**src/rtl/sparc_mem_arbiter.sv**
```systemverilog
// rtl/sparc_mem_arbiter.sv - round-robin fetch/data arbiter sequencing single-port RAM accesses
// Optional ARB_STATS_EN adds saturating wait and conflict counters.
module sparc_mem_arbiter #(
  parameter int WAIT_CYCLES = 2,
  parameter int ADDR_W      = 9
) (
  input  logic              Clk,
  input  logic              Clr,
  input  logic              if_req,
  input  logic [ADDR_W-1:0] if_addr,
  output logic              if_moc,
  output logic              if_align_err,
  output logic [31:0]       if_data,
  input  logic              d_req,
  input  logic              d_rw,
  input  logic [1:0]        d_type,
  input  logic [ADDR_W-1:0] d_addr,
  input  logic [31:0]       d_wdata,
  output logic              d_moc,
  output logic              d_align_err,
  output logic [31:0]       d_rdata,
  output logic              mem_en,
  output logic              mem_rw,
  output logic [1:0]        mem_type,
  output logic [ADDR_W-1:0] mem_addr,
  output logic [31:0]       mem_wdata,
  input  logic [31:0]       mem_rdata,
  output logic              busy,
  output logic              grant_d
`ifdef ARB_STATS_EN
  ,
  output logic [15:0]       if_wait_cnt,
  output logic [15:0]       d_wait_cnt,
  output logic [15:0]       conflict_cnt
`endif
);

  typedef enum logic [1:0] {ST_IDLE, ST_ACCESS, ST_DONE, ST_ERR} state_t;

  localparam logic [3:0] CNT_LOAD = 4'(WAIT_CYCLES - 1);

  state_t      state_q, state_d;
  logic [3:0]  cnt_q, cnt_d;
  logic        grant_d_q, grant_d_d;
  logic [31:0] if_data_q, if_data_d;
  logic [31:0] d_rdata_q, d_rdata_d;
  logic        pick_d;
  logic        if_misaligned;
  logic        d_misaligned;

  assign if_misaligned = |if_addr[1:0];
  // Byte accesses are always aligned; reserved type is checked like a word.
  assign d_misaligned  = (d_type == 2'b00) ? 1'b0 :
                         (d_type == 2'b01) ? d_addr[0] : |d_addr[1:0];

  always_ff @(posedge Clk or posedge Clr) begin
    if (Clr) begin
      state_q   <= ST_IDLE;
      cnt_q     <= 4'd0;
      grant_d_q <= 1'b0;
      if_data_q <= 32'd0;
      d_rdata_q <= 32'd0;
    end else begin
      state_q   <= state_d;
      cnt_q     <= cnt_d;
      grant_d_q <= grant_d_d;
      if_data_q <= if_data_d;
      d_rdata_q <= d_rdata_d;
    end
  end

  always_comb begin
    state_d   = state_q;
    cnt_d     = cnt_q;
    grant_d_d = grant_d_q;
    if_data_d = if_data_q;
    d_rdata_d = d_rdata_q;
    pick_d    = 1'b0;
    case (state_q)
      ST_IDLE: begin
        if (if_req || d_req) begin
          // On a conflict the requester that did not win last time goes first.
          pick_d    = d_req && !(if_req && grant_d_q);
          grant_d_d = pick_d;
          if (pick_d ? d_misaligned : if_misaligned) begin
            state_d = ST_ERR;
          end else begin
            state_d = ST_ACCESS;
            cnt_d   = CNT_LOAD;
          end
        end
      end
      ST_ACCESS: begin
        if (cnt_q == 4'd0) begin
          state_d = ST_DONE;
          if (!grant_d_q) begin
            if_data_d = mem_rdata;
          end else if (d_rw) begin
            d_rdata_d = mem_rdata;
          end
        end else begin
          cnt_d = cnt_q - 4'd1;
        end
      end
      ST_DONE:  state_d = ST_IDLE;
      ST_ERR:   state_d = ST_IDLE;
      default:  state_d = ST_IDLE;
    endcase
  end

  always_comb begin
    mem_en       = 1'b0;
    mem_rw       = 1'b0;
    mem_type     = 2'b00;
    mem_addr     = '0;
    mem_wdata    = 32'd0;
    if_moc       = 1'b0;
    d_moc        = 1'b0;
    if_align_err = 1'b0;
    d_align_err  = 1'b0;
    busy         = 1'b0;
    case (state_q)
      ST_ACCESS: begin
        busy   = 1'b1;
        mem_en = 1'b1;
        if (grant_d_q) begin
          mem_rw    = d_rw;
          mem_type  = (d_type == 2'b11) ? 2'b10 : d_type;
          mem_addr  = d_addr;
          mem_wdata = d_wdata;
        end else begin
          mem_rw   = 1'b1;
          mem_type = 2'b10;
          mem_addr = if_addr;
        end
      end
      ST_DONE: begin
        busy   = 1'b1;
        if_moc = !grant_d_q;
        d_moc  = grant_d_q;
      end
      ST_ERR: begin
        if_align_err = !grant_d_q;
        d_align_err  = grant_d_q;
      end
      default: ;
    endcase
  end

  assign if_data = if_data_q;
  assign d_rdata = d_rdata_q;
  assign grant_d = grant_d_q;

`ifdef ARB_STATS_EN
  logic [15:0] if_wait_q, if_wait_d;
  logic [15:0] d_wait_q, d_wait_d;
  logic [15:0] conflict_q, conflict_d;

  always_comb begin
    if_wait_d  = if_wait_q;
    d_wait_d   = d_wait_q;
    conflict_d = conflict_q;
    // A requester waits whenever the other one owns the RAM outside IDLE.
    if (state_q != ST_IDLE && grant_d_q && if_req && if_wait_q != 16'hFFFF)
      if_wait_d = if_wait_q + 16'd1;
    if (state_q != ST_IDLE && !grant_d_q && d_req && d_wait_q != 16'hFFFF)
      d_wait_d = d_wait_q + 16'd1;
    if (state_q == ST_IDLE && if_req && d_req && conflict_q != 16'hFFFF)
      conflict_d = conflict_q + 16'd1;
  end

  always_ff @(posedge Clk or posedge Clr) begin
    if (Clr) begin
      if_wait_q  <= 16'd0;
      d_wait_q   <= 16'd0;
      conflict_q <= 16'd0;
    end else begin
      if_wait_q  <= if_wait_d;
      d_wait_q   <= d_wait_d;
      conflict_q <= conflict_d;
    end
  end

  assign if_wait_cnt  = if_wait_q;
  assign d_wait_cnt   = d_wait_q;
  assign conflict_cnt = conflict_q;
`endif

endmodule
```
**config.mk**
```make
export PLATFORM = sky130hd
export DESIGN_NAME = sparc_mem_arbiter
export DESIGN_NICKNAME = d
export VERILOG_FILES = /design/src/rtl/sparc_mem_arbiter.sv
export SDC_FILE = /design/constraint.sdc
export NUM_CORES = 1
export LEC_CHECK = 0
export CAP_MARGIN = 5
export CORE_ASPECT_RATIO = 1.75
export CORE_MARGIN = 3
export CORE_UTILIZATION = 41
export CTS_CLUSTER_DIAMETER = 80
export DETAILED_ROUTE_END_ITERATION = 8
export GPL_TIMING_DRIVEN = 0
export PLACE_DENSITY = 0.91
export SETUP_SLACK_MARGIN = 0.5
export SLEW_MARGIN = 5
export SYNTH_ARGS = -nofsm -noshare
export SYNTH_HDL_FRONTEND = slang
export SYNTH_SLANG_ARGS = --single-unit
export TNS_END_PERCENT = 100
```
**constraint.sdc**
```tcl
create_clock -name Clk -period 6.3 [get_ports Clk]
set_input_delay 1.26 -clock Clk [delete_from_list [all_inputs] [get_ports Clk]]
set_output_delay 1.26 -clock Clk [all_outputs]
set_load 0.02 [all_outputs]
```
==> results of run 1 <==
-- where the power goes --
group	switching (mW)	internal (mW)	leakage, nW
registers	0.127	0.668	0.898
clock network	0.204	0.352	0.158
logic	0.762	0.834	1.71
total	1.09	1.85	2.77
-- per-stage QoR --
step | area (um2) | setup slack [ps] | std cells | utilization
after floorplan | 3510 | 3230 | 268 | -
after global placement | 5690 | 2190 | 586 | 0.684
after detailed placement | 5690 | 2390 | 586 | 0.684
after CTS | 6020 | 2240 | 602 | 0.724
after global routing | 6020 | 2130 | 602 | 0.724
final | 6020 | 2250 | 602 | 0.724
-- path summary, 6_finish.rpt --
path	from	endpoint	slack, ps	cells after the start
setup reg to reg	cnt_q[0]	if_data[31]	3880	7
hold reg to reg	if_data[17]	if_data[17]	500	1
min in group asynchronous	Clr	if_data[11]	1470	2
setup / recovery	state_q[1]	mem_wdata[31]	2250	6
hold / removal	if_data[17]	if_data[17]	500	1
max in group asynchronous	Clr	if_data[21]	4270	2
-- flip-flops by register name (all words and copies together), names as in the netlist --
signal	flops
d_rdata	32
if_data	32
cnt_q	4
state_q	2
grant_d	1
-- critical path: cells and delay by family (launching register included) --
| kind | cells | cell delay, ps |
|---|---|---|
| adder cells (fa/ha/maj) | 1 | 180 |
| AND/OR/NAND/NOR | 1 | 330 |
| buffers and inverters | 4 | 1540 |
| flip-flops | 1 | 400 |
-- cells in the final DEF, fill, tap and decap left out, drive strengths merged, types with 2 or more instances in the layout --
| cell type | instances |
|---|---|
| clkdlybuf4s50 | 203 |
| dfrtp | 71 |
| mux2 | 64 |
| and3 | 32 |
| clkbuf | 21 |
| nor2b | 12 |
| mux2i | 9 |
| inv | 9 |
| ha | 7 |
| o21ai | 7 |
| buf | 7 |
| nand2 | 5 |
| a21oi | 4 |
| nor2 | 3 |
| o22a | 3 |
| a21boi | 3 |
| nor3b | 2 |
| or3 | 2 |
| nand2b | 2 |
| a211oi | 2 |
| and2 | 2 |
| bufinv | 2 |
| clkinv | 2 |
-- area by class of cell --
cell class	count	area [um2]
fill	583	2290
clock inverter	7	105
inverter	7	28.8
tap	115	144
buffer	19	131
timing repair buffer	203	2030
clock buffer	9	225
sequential	71	1780
multi-input combinational	171	1580
-- kinds of logic after synthesis --
| family | Yosys count | share of synthesized area |
|---|---|---|
| DFF | 71 | 0.506 |
| AOI/OAI and AO/OA | 26 | 0.0488 |
| buffers and inverters | 26 | 0.0449 |
| adders and majority gates | 7 | 0.0249 |
| and+or+nand+nor | 65 | 0.112 |
| muxes | 73 | 0.263 |
-- layer usage --
layer,share of wire,vias up,track usage
met5,0,-,0
met1,0.36,1446,0.231
met2,0.53,179,0.417
met4,0.031,0,0.101
li1,-,1379,-
met3,0.084,22,0.0728
==> flow_summary.ini, run 1 <==
[synth]
yosysTopAreaCellShare = 0.506
synth_area_leaders = dfrtp_1 (51%), mux2_4 (13%), mux2_2 (11%)
netlist_top_cells_count = dfrtp_1 (71), mux2_2 (34), and3_1 (32)
ys_seq_area_frac = 0.506
synth.most_common_cell = dfrtp_1
synth-seq-cells = 71
netlist_instances = 268
synth-edff-count = 0
synth_top_cell_by_area = dfrtp_1
synthFlopType = dfrtp_1
async_flop_share = 1.00
yosysWarnings = 0
syn_area_um2 = 3510
yosysUniqueCellTypes = 37
syn-mean-instance-area_um2 = 13.1
syn_nets = 364

[clocking]
clk_latency_ps = 330
postCtsHoldBufs = 0
cts_buffers = 9
clock_sinks = 71
htreeDepth = 3
cts_resized = 0
clk_path_buf_depth = 2
cts_setup_buffers = 0
root_buffer = clkbuf_16
path_clk_slew_ps = 60
cts_tree = yes

[global_routing]
grt_max_degree = 72
grt_pass1_vias = 3338
grt_overflow_total = 0
grt_pass1_wl_um = 17200
grtUsageTotal = 0.225
antenna_found_initial = 0

[final_layout]
nNetsFinal = 578
antenna_cells = 0
drive_gt1_frac = 0.185
synthToLayoutAreaGrowth_pct = 71.5

[sta]
final_hold_viol_count = 0
worst_hold_slack_ps = 503
fmax_mhz = 247
tns_ps = 0
rsz0062_at_grt = false
max_slew_margin = 0.428
period_needed_ps = 4050
worstMarginPinSlew_ps = 858
setup_viol = 0
fin_skew_ps = 6.42
fin_crit_sh = 0.642
slew_viol_final = 0

[detailed_routing]
dr.pass1.iters = 4
wl_um = 10700
drtAntennaViolNets = 0
drc = 0
route.vias.total = 3026
wire_per_inst_um = 17.8
drt_iter0_markers = 103
vias_per_cell = 5.03

[setup_path]
critical_path_class = reg2out
required_ps = 5040
slowest_stage = clkdlybuf4s50_1
critical_path_peak_fanout = 10
slowest_delay_ps = 650
cp_common_cell = clkbuf_1
cp.arrival_ps = 2790
start_kind = flip-flop
cp_cell_sequence = inv_1, ha_1, clkbuf_1, clkbuf_1, and3_1, clkdlybuf4s50_1
worstSetupEndpointType = output port

[place]
hpwl_um = 8610
globalplace.congestion = 0.870
portBuffers = 203

[pwr]
leakage_nw = 2.77
p_total_mw = 2.95
p_per_area_nw_per_um2 = 489
peakVddDrop_uv = 257

[floorplan]
core_area_um2 = 8310
row_count = 44
dieArea_um2 = 9750
die_y_um = 128
die_w_um = 76.0
pin_count = 204
start_util = 0.422

[run]
cap_violations = 0

[status]
outcome = completed

[hold_path]
hold_class = reg2reg
(Power assumes the default switching activity.)
==> inputs of run 2 (changes only) <==
Settings changed: CORE_UTILIZATION 41 to 38, PLACE_DENSITY 0.91 to 0.86.
Clock period 6.3 ns to 3.98 ns, I/O delays scaled along.
==> run 2 against run 1 <==
Sequential power grew 59%; sequential share of layout area grew 0.28 points; die area grew 7.4%; cell count grew 0.17%; wire length grew 4.8%; clock power grew 28%; worst setup slack lost 1600 ps; register-to-register slack lost 2400 ps; utilization shrank 5.0 points; clock skew shrank 0.81 ps.
==> flow_summary.ini, run 2 (same netlist as run 1, synthesis figures left out) <==
[status]
outcome = completed

[sta]
fin_skew_ps = 5.61
final_hold_viol_count = 0
tns_ps = 0
worstMarginPinSlew_ps = 849
period_needed_ps = 3320
fin_crit_sh = 0.833
setup_viol = 0
slew_viol_final = 0
fmax_mhz = 302
max_slew_margin = 0.434
worst_hold_slack_ps = 503
rsz0062_at_grt = true

[setup_path]
slowest_stage = clkdlybuf4s50_1
required_ps = 3180
slowest_delay_ps = 640
path_buf_inv = 4
critPathTopFamily = buffers and inverters
start_kind = flip-flop
critical_path_class = reg2out
critical_path_peak_fanout = 10
worstSetupEndpointType = output port
cp_cell_sequence = inv_1, ha_1, clkbuf_2, clkbuf_1, and3_1, clkdlybuf4s50_1
cp.arrival_ps = 2520

[clocking]
clk_latency_ps = 320
cts_buffers = 9
cts_tree = yes
clk_path_buf_depth = 2
htreeDepth = 3
postCtsHoldBufs = 0
clock_sinks = 71
path_clk_slew_ps = 50
root_buffer = clkbuf_16

[place]
dp.cells = 588
hpwl_um = 9150
globalplace.congestion = 0.875
portBuffers = 203
placed_area_um2 = 5690

[detailed_routing]
dr.pass1.iters = 4
drc = 0
route.vias.total = 2989
wl_um = 11300
drtAntennaViolNets = 0
wire_per_inst_um = 18.7
vias_per_cell = 4.96
drt_iter0_markers = 76

[final_layout]
fillers = 692
fin_area_um2 = 5960
synthToLayoutAreaGrowth_pct = 69.8
nNetsFinal = 578
final_common_cell = clkdlybuf4s50_1
instances_no_fill = 603
drive_gt1_frac = 0.189
final_cell_mix = clkdlybuf4s50_1 (203), dfrtp_1 (71), mux2_2 (34), and3_1 (32), mux2_4 (30)
antenna_cells = 0

[pwr]
p_per_area_nw_per_um2 = 758
leakage_nw = 2.76
peakVddDrop_uv = 429

[global_routing]
grt_pass1_wl_um = 17800
grt_pass1_vias = 3433
antenna_found_initial = 0
grt_max_degree = 72
grt_overflow_total = 0
grtUsageTotal = 0.222

[floorplan]
die_y_um = 133
die_w_um = 78.7
dieArea_um2 = 10500
start_util = 0.397
pin_count = 204
core_area_um2 = 8840
row_count = 45

[run]
cap_violations = 0

[hold_path]
hold_class = reg2reg
==> run 2: changes by cell type in the layout (fill, tap and decap cells not counted), sizes merged <==
cell    previous run  this run
bufinv             2         0
clkinv             2         3
clkbuf            21        22
inv                9         7
buf                7         8
==> run 2: final timing paths <==
path	start	end	slack [ps]	depth (start not counted)
worst max register to register	cnt_q[0]	if_data[2]	1490	7
max in group asynchronous	Clr	if_data[14]	2420	2
worst min-delay path	d_rdata[2]	d_rdata[2]	500	1
worst min register to register	d_rdata[2]	d_rdata[2]	500	1
min in group asynchronous	Clr	if_data[4]	1000	2
worst max-delay path	state_q[1]	mem_wdata[28]	660	6
==> run 2: cell type report <==
| class | count | area [um2] | share of cell area |
|---|---|---|---|
| repair buffers | 203 | 2030 | 0.341 |
| flip-flops and latches | 71 | 1780 | 0.298 |
| multi-input cells | 171 | 1580 | 0.264 |
| clock buffers | 11 | 243 | 0.0407 |
| well taps | 117 | 146 | 0.0246 |
| plain buffers | 19 | 136 | 0.0229 |
| inverters | 7 | 28.8 | 0.00483 |
| clock inverters | 4 | 22.5 | 0.00378 |
==> run 2: per-layer routing <==
| metal | up-vias | track usage | wire [um] |
|---|---|---|---|
| met1 | 1416 | 0.243 | 4160 |
| li1 | 1375 | - | - |
| met4 | 0 | 0.102 | 369 |
| met2 | 175 | 0.389 | 5780 |
| met3 | 23 | 0.0636 | 957 |
| met5 | - | 0 | 0 |
==> run 2: report_power, final <==
part | internal, mW | switching (mW) | leakage [nW] | total, mW
registers | 1.06 | 0.200 | 0.898 | 1.26
clock network | 0.431 | 0.279 | 0.131 | 0.711
logic | 1.32 | 1.23 | 1.73 | 2.55
==> run 2: metrics by stage <==
stage          setup WS [ps]   util  power [mW]
3_3_place_gp             301  0.644        3.76
6_report                 664  0.674        4.52
3_5_place_dp             718  0.644        3.83
2_1_floorplan           1370      -        2.60
5_1_grt                  485  0.674        4.76
4_1_cts                  570  0.674        4.56
==> run 2: timing repair <==
action                                 in CTS  in global routing
resized for setup                           2                  5
buffers inserted                            0                  0
setup endpoints to repair                  16                  4
endpoints found under the hold margin       0                  0
==> inputs of run 3 (changes only) <==
Settings changed: CORE_UTILIZATION 38 to 35, PLACE_DENSITY 0.86 to 0.83.
Clock period 3.98 ns to 2.7 ns, I/O delays scaled along.
==> run 3 against run 2 <==
Non-clock buffer count is 10 higher; sequential cell count stayed put; sequential share of layout area is 1.0 points lower; wire length is 0.53% higher; register-to-register slack worse by 950 ps; global-route usage is 2.6 points lower; critical path type unchanged; largest cell class unchanged; largest power group unchanged; highest routed layer unchanged.
==> flow_summary.ini, run 3 (same netlist as run 1, synthesis figures left out) <==
[place]
dp.cells = 594
portBuffers = 203
globalplace.congestion = 0.825
pre_cts_slack_ps = -228
hpwl_um = 8580

[pwr]
p_per_area_nw_per_um2 = 1140
peakVddDrop_uv = 572
leakage_nw = 2.97

[hold_path]
worstHoldStart = if_data[1]
min_to = if_data[1]
hold_class = reg2reg
hold_path_depth = 1

[detailed_routing]
drtAntennaViolNets = 0
wl_um = 11300
wire_per_inst_um = 18.3
route.vias.total = 3078
drt_iter0_markers = 80
drc = 0
dr.pass1.iters = 4
vias_per_cell = 4.97

[floorplan]
die_y_um = 138
row_count = 47
pin_count = 204
core_area_um2 = 9640
die_w_um = 81.7
dieArea_um2 = 11300
start_util = 0.364

[sta]
setup_ws_ps = 519
worstMarginPinSlew_ps = 780
max_slew_margin = 0.479
fin_crit_sh = 0.808
slew_viol_final = 0
fmax_mhz = 459
tns_ps = 0
rsz0062_at_grt = true
final_hold_viol_count = 0
period_needed_ps = 2180
setup_viol = 0
fin_skew_ps = 5.14

[setup_path]
cp_common_cell = buf_6
rr_worst_depth = 7
required_ps = 2160
cp_cell_sequence = ha_4, buf_8, buf_6, clkbuf_16, and3_4, buf_6
reg2reg_slack_ps = 540
start_kind = flip-flop
cp.arrival_ps = 1640
worstReg2RegStart = cnt_q[0]
critical_path_class = reg2out
critPathTopFamily = buffers and inverters
worstSetupEndpointType = output port
critical_path_peak_fanout = 5
slowest_delay_ps = 420
slowest_stage = dfrtp_1
path_buf_inv = 4
r2r_end = d_rdata[0]

[global_routing]
grt_max_degree = 39
grtUsageTotal = 0.195
grt_overflow_total = 0
antenna_found_initial = 0
grt_pass1_wl_um = 16800
grt_pass1_vias = 3402

[final_layout]
antenna_cells = 0
synthToLayoutAreaGrowth_pct = 75.7
drive_gt1_frac = 0.338
final_common_cell = clkdlybuf4s50_1
instances_no_fill = 619
final_cell_mix = clkdlybuf4s50_1 (154), dfrtp_1 (71), mux2_2 (34), mux2_4 (30), and3_1 (25)
nNetsFinal = 588

[status]
outcome = completed

[clocking]
cts_buffers = 9
path_clk_slew_ps = 50
clk_path_buf_depth = 2
htreeDepth = 3
clock_sinks = 71
postCtsHoldBufs = 0
root_buffer = clkbuf_16
clk_latency_ps = 330
cts_tree = yes

[run]
cap_violations = 0
run 3: where the power goes:
group          internal [mW]  switching, mW  leakage (nW)
clock network          0.791          0.424         0.149
registers               1.56          0.293         0.898
logic                   2.12           1.88          1.92
total                   4.47           2.60          2.97
run 3: layer usage:
metal  vias to the layer above  global-route usage  routed length, um
met5                         -                   0                  0
met4                         0              0.0981                320
met3                        23              0.0553                996
met2                       190               0.365               6210
met1                      1459               0.183               3790
li1                       1406                   -                  -
run 3: cell type report:
class / instances / area, um2
Fill cell: 761 / 3480
Sequential cell: 71 / 1780
Tap cell: 122 / 153
Clock inverter: 2 / 37.5
Multi-Input combinational cell: 171 / 1640
Clock buffer: 14 / 274
Inverter: 7 / 30.0
Buffer: 19 / 226
Timing Repair Buffer: 213 / 2030
run 3: per-stage QoR:
| step | hold WS [ps] | utilization | power [mW] | instance area, um2 |
|---|---|---|---|---|
| global route | 518 | 0.640 | 7.43 | 6170 |
| CTS | 507 | 0.618 | 6.87 | 5960 |
| global placement | 490 | 0.591 | 5.50 | 5700 |
| floorplan | 480 | - | 3.83 | 3510 |
| detailed placement | 494 | 0.593 | 5.61 | 5720 |
| finish | 502 | 0.640 | 7.06 | 6170 |
run 3: how the worst max path moves through the flow:
stage | from | to | slack (ps) | cells after the start
5_1_grt | state_q[1] | mem_wdata[19] | 470 | 7
3_5_place_dp | grant_d | mem_wdata[24] | -230 | 5
6_report | state_q[0] | mem_wdata[14] | 520 | 6
2_1_floorplan | state_q[1] | mem_rw | 490 | 5
3_3_place_gp | grant_d | mem_wdata[24] | -200 | 5
4_1_cts | state_q[1] | mem_wdata[24] | 360 | 6
run 3: worst register-to-register path, stage by stage, from the launching register on:
cell and delay (ps):
dfrtp_1 410, inv_2 70, ha_1 160, or3b_4 380, or3_1 380, buf_6 160
buf_12 150, mux2_4 310
run 3: what timing repair did:
item                                    in CTS  in global routing
gates cloned                                 0                  2
buffers inserted                             3                  4
resized for setup                          224                 48
hold endpoints to repair                     0                  0
pin swaps                                    0                  1
endpoints found under the setup margin     110                111
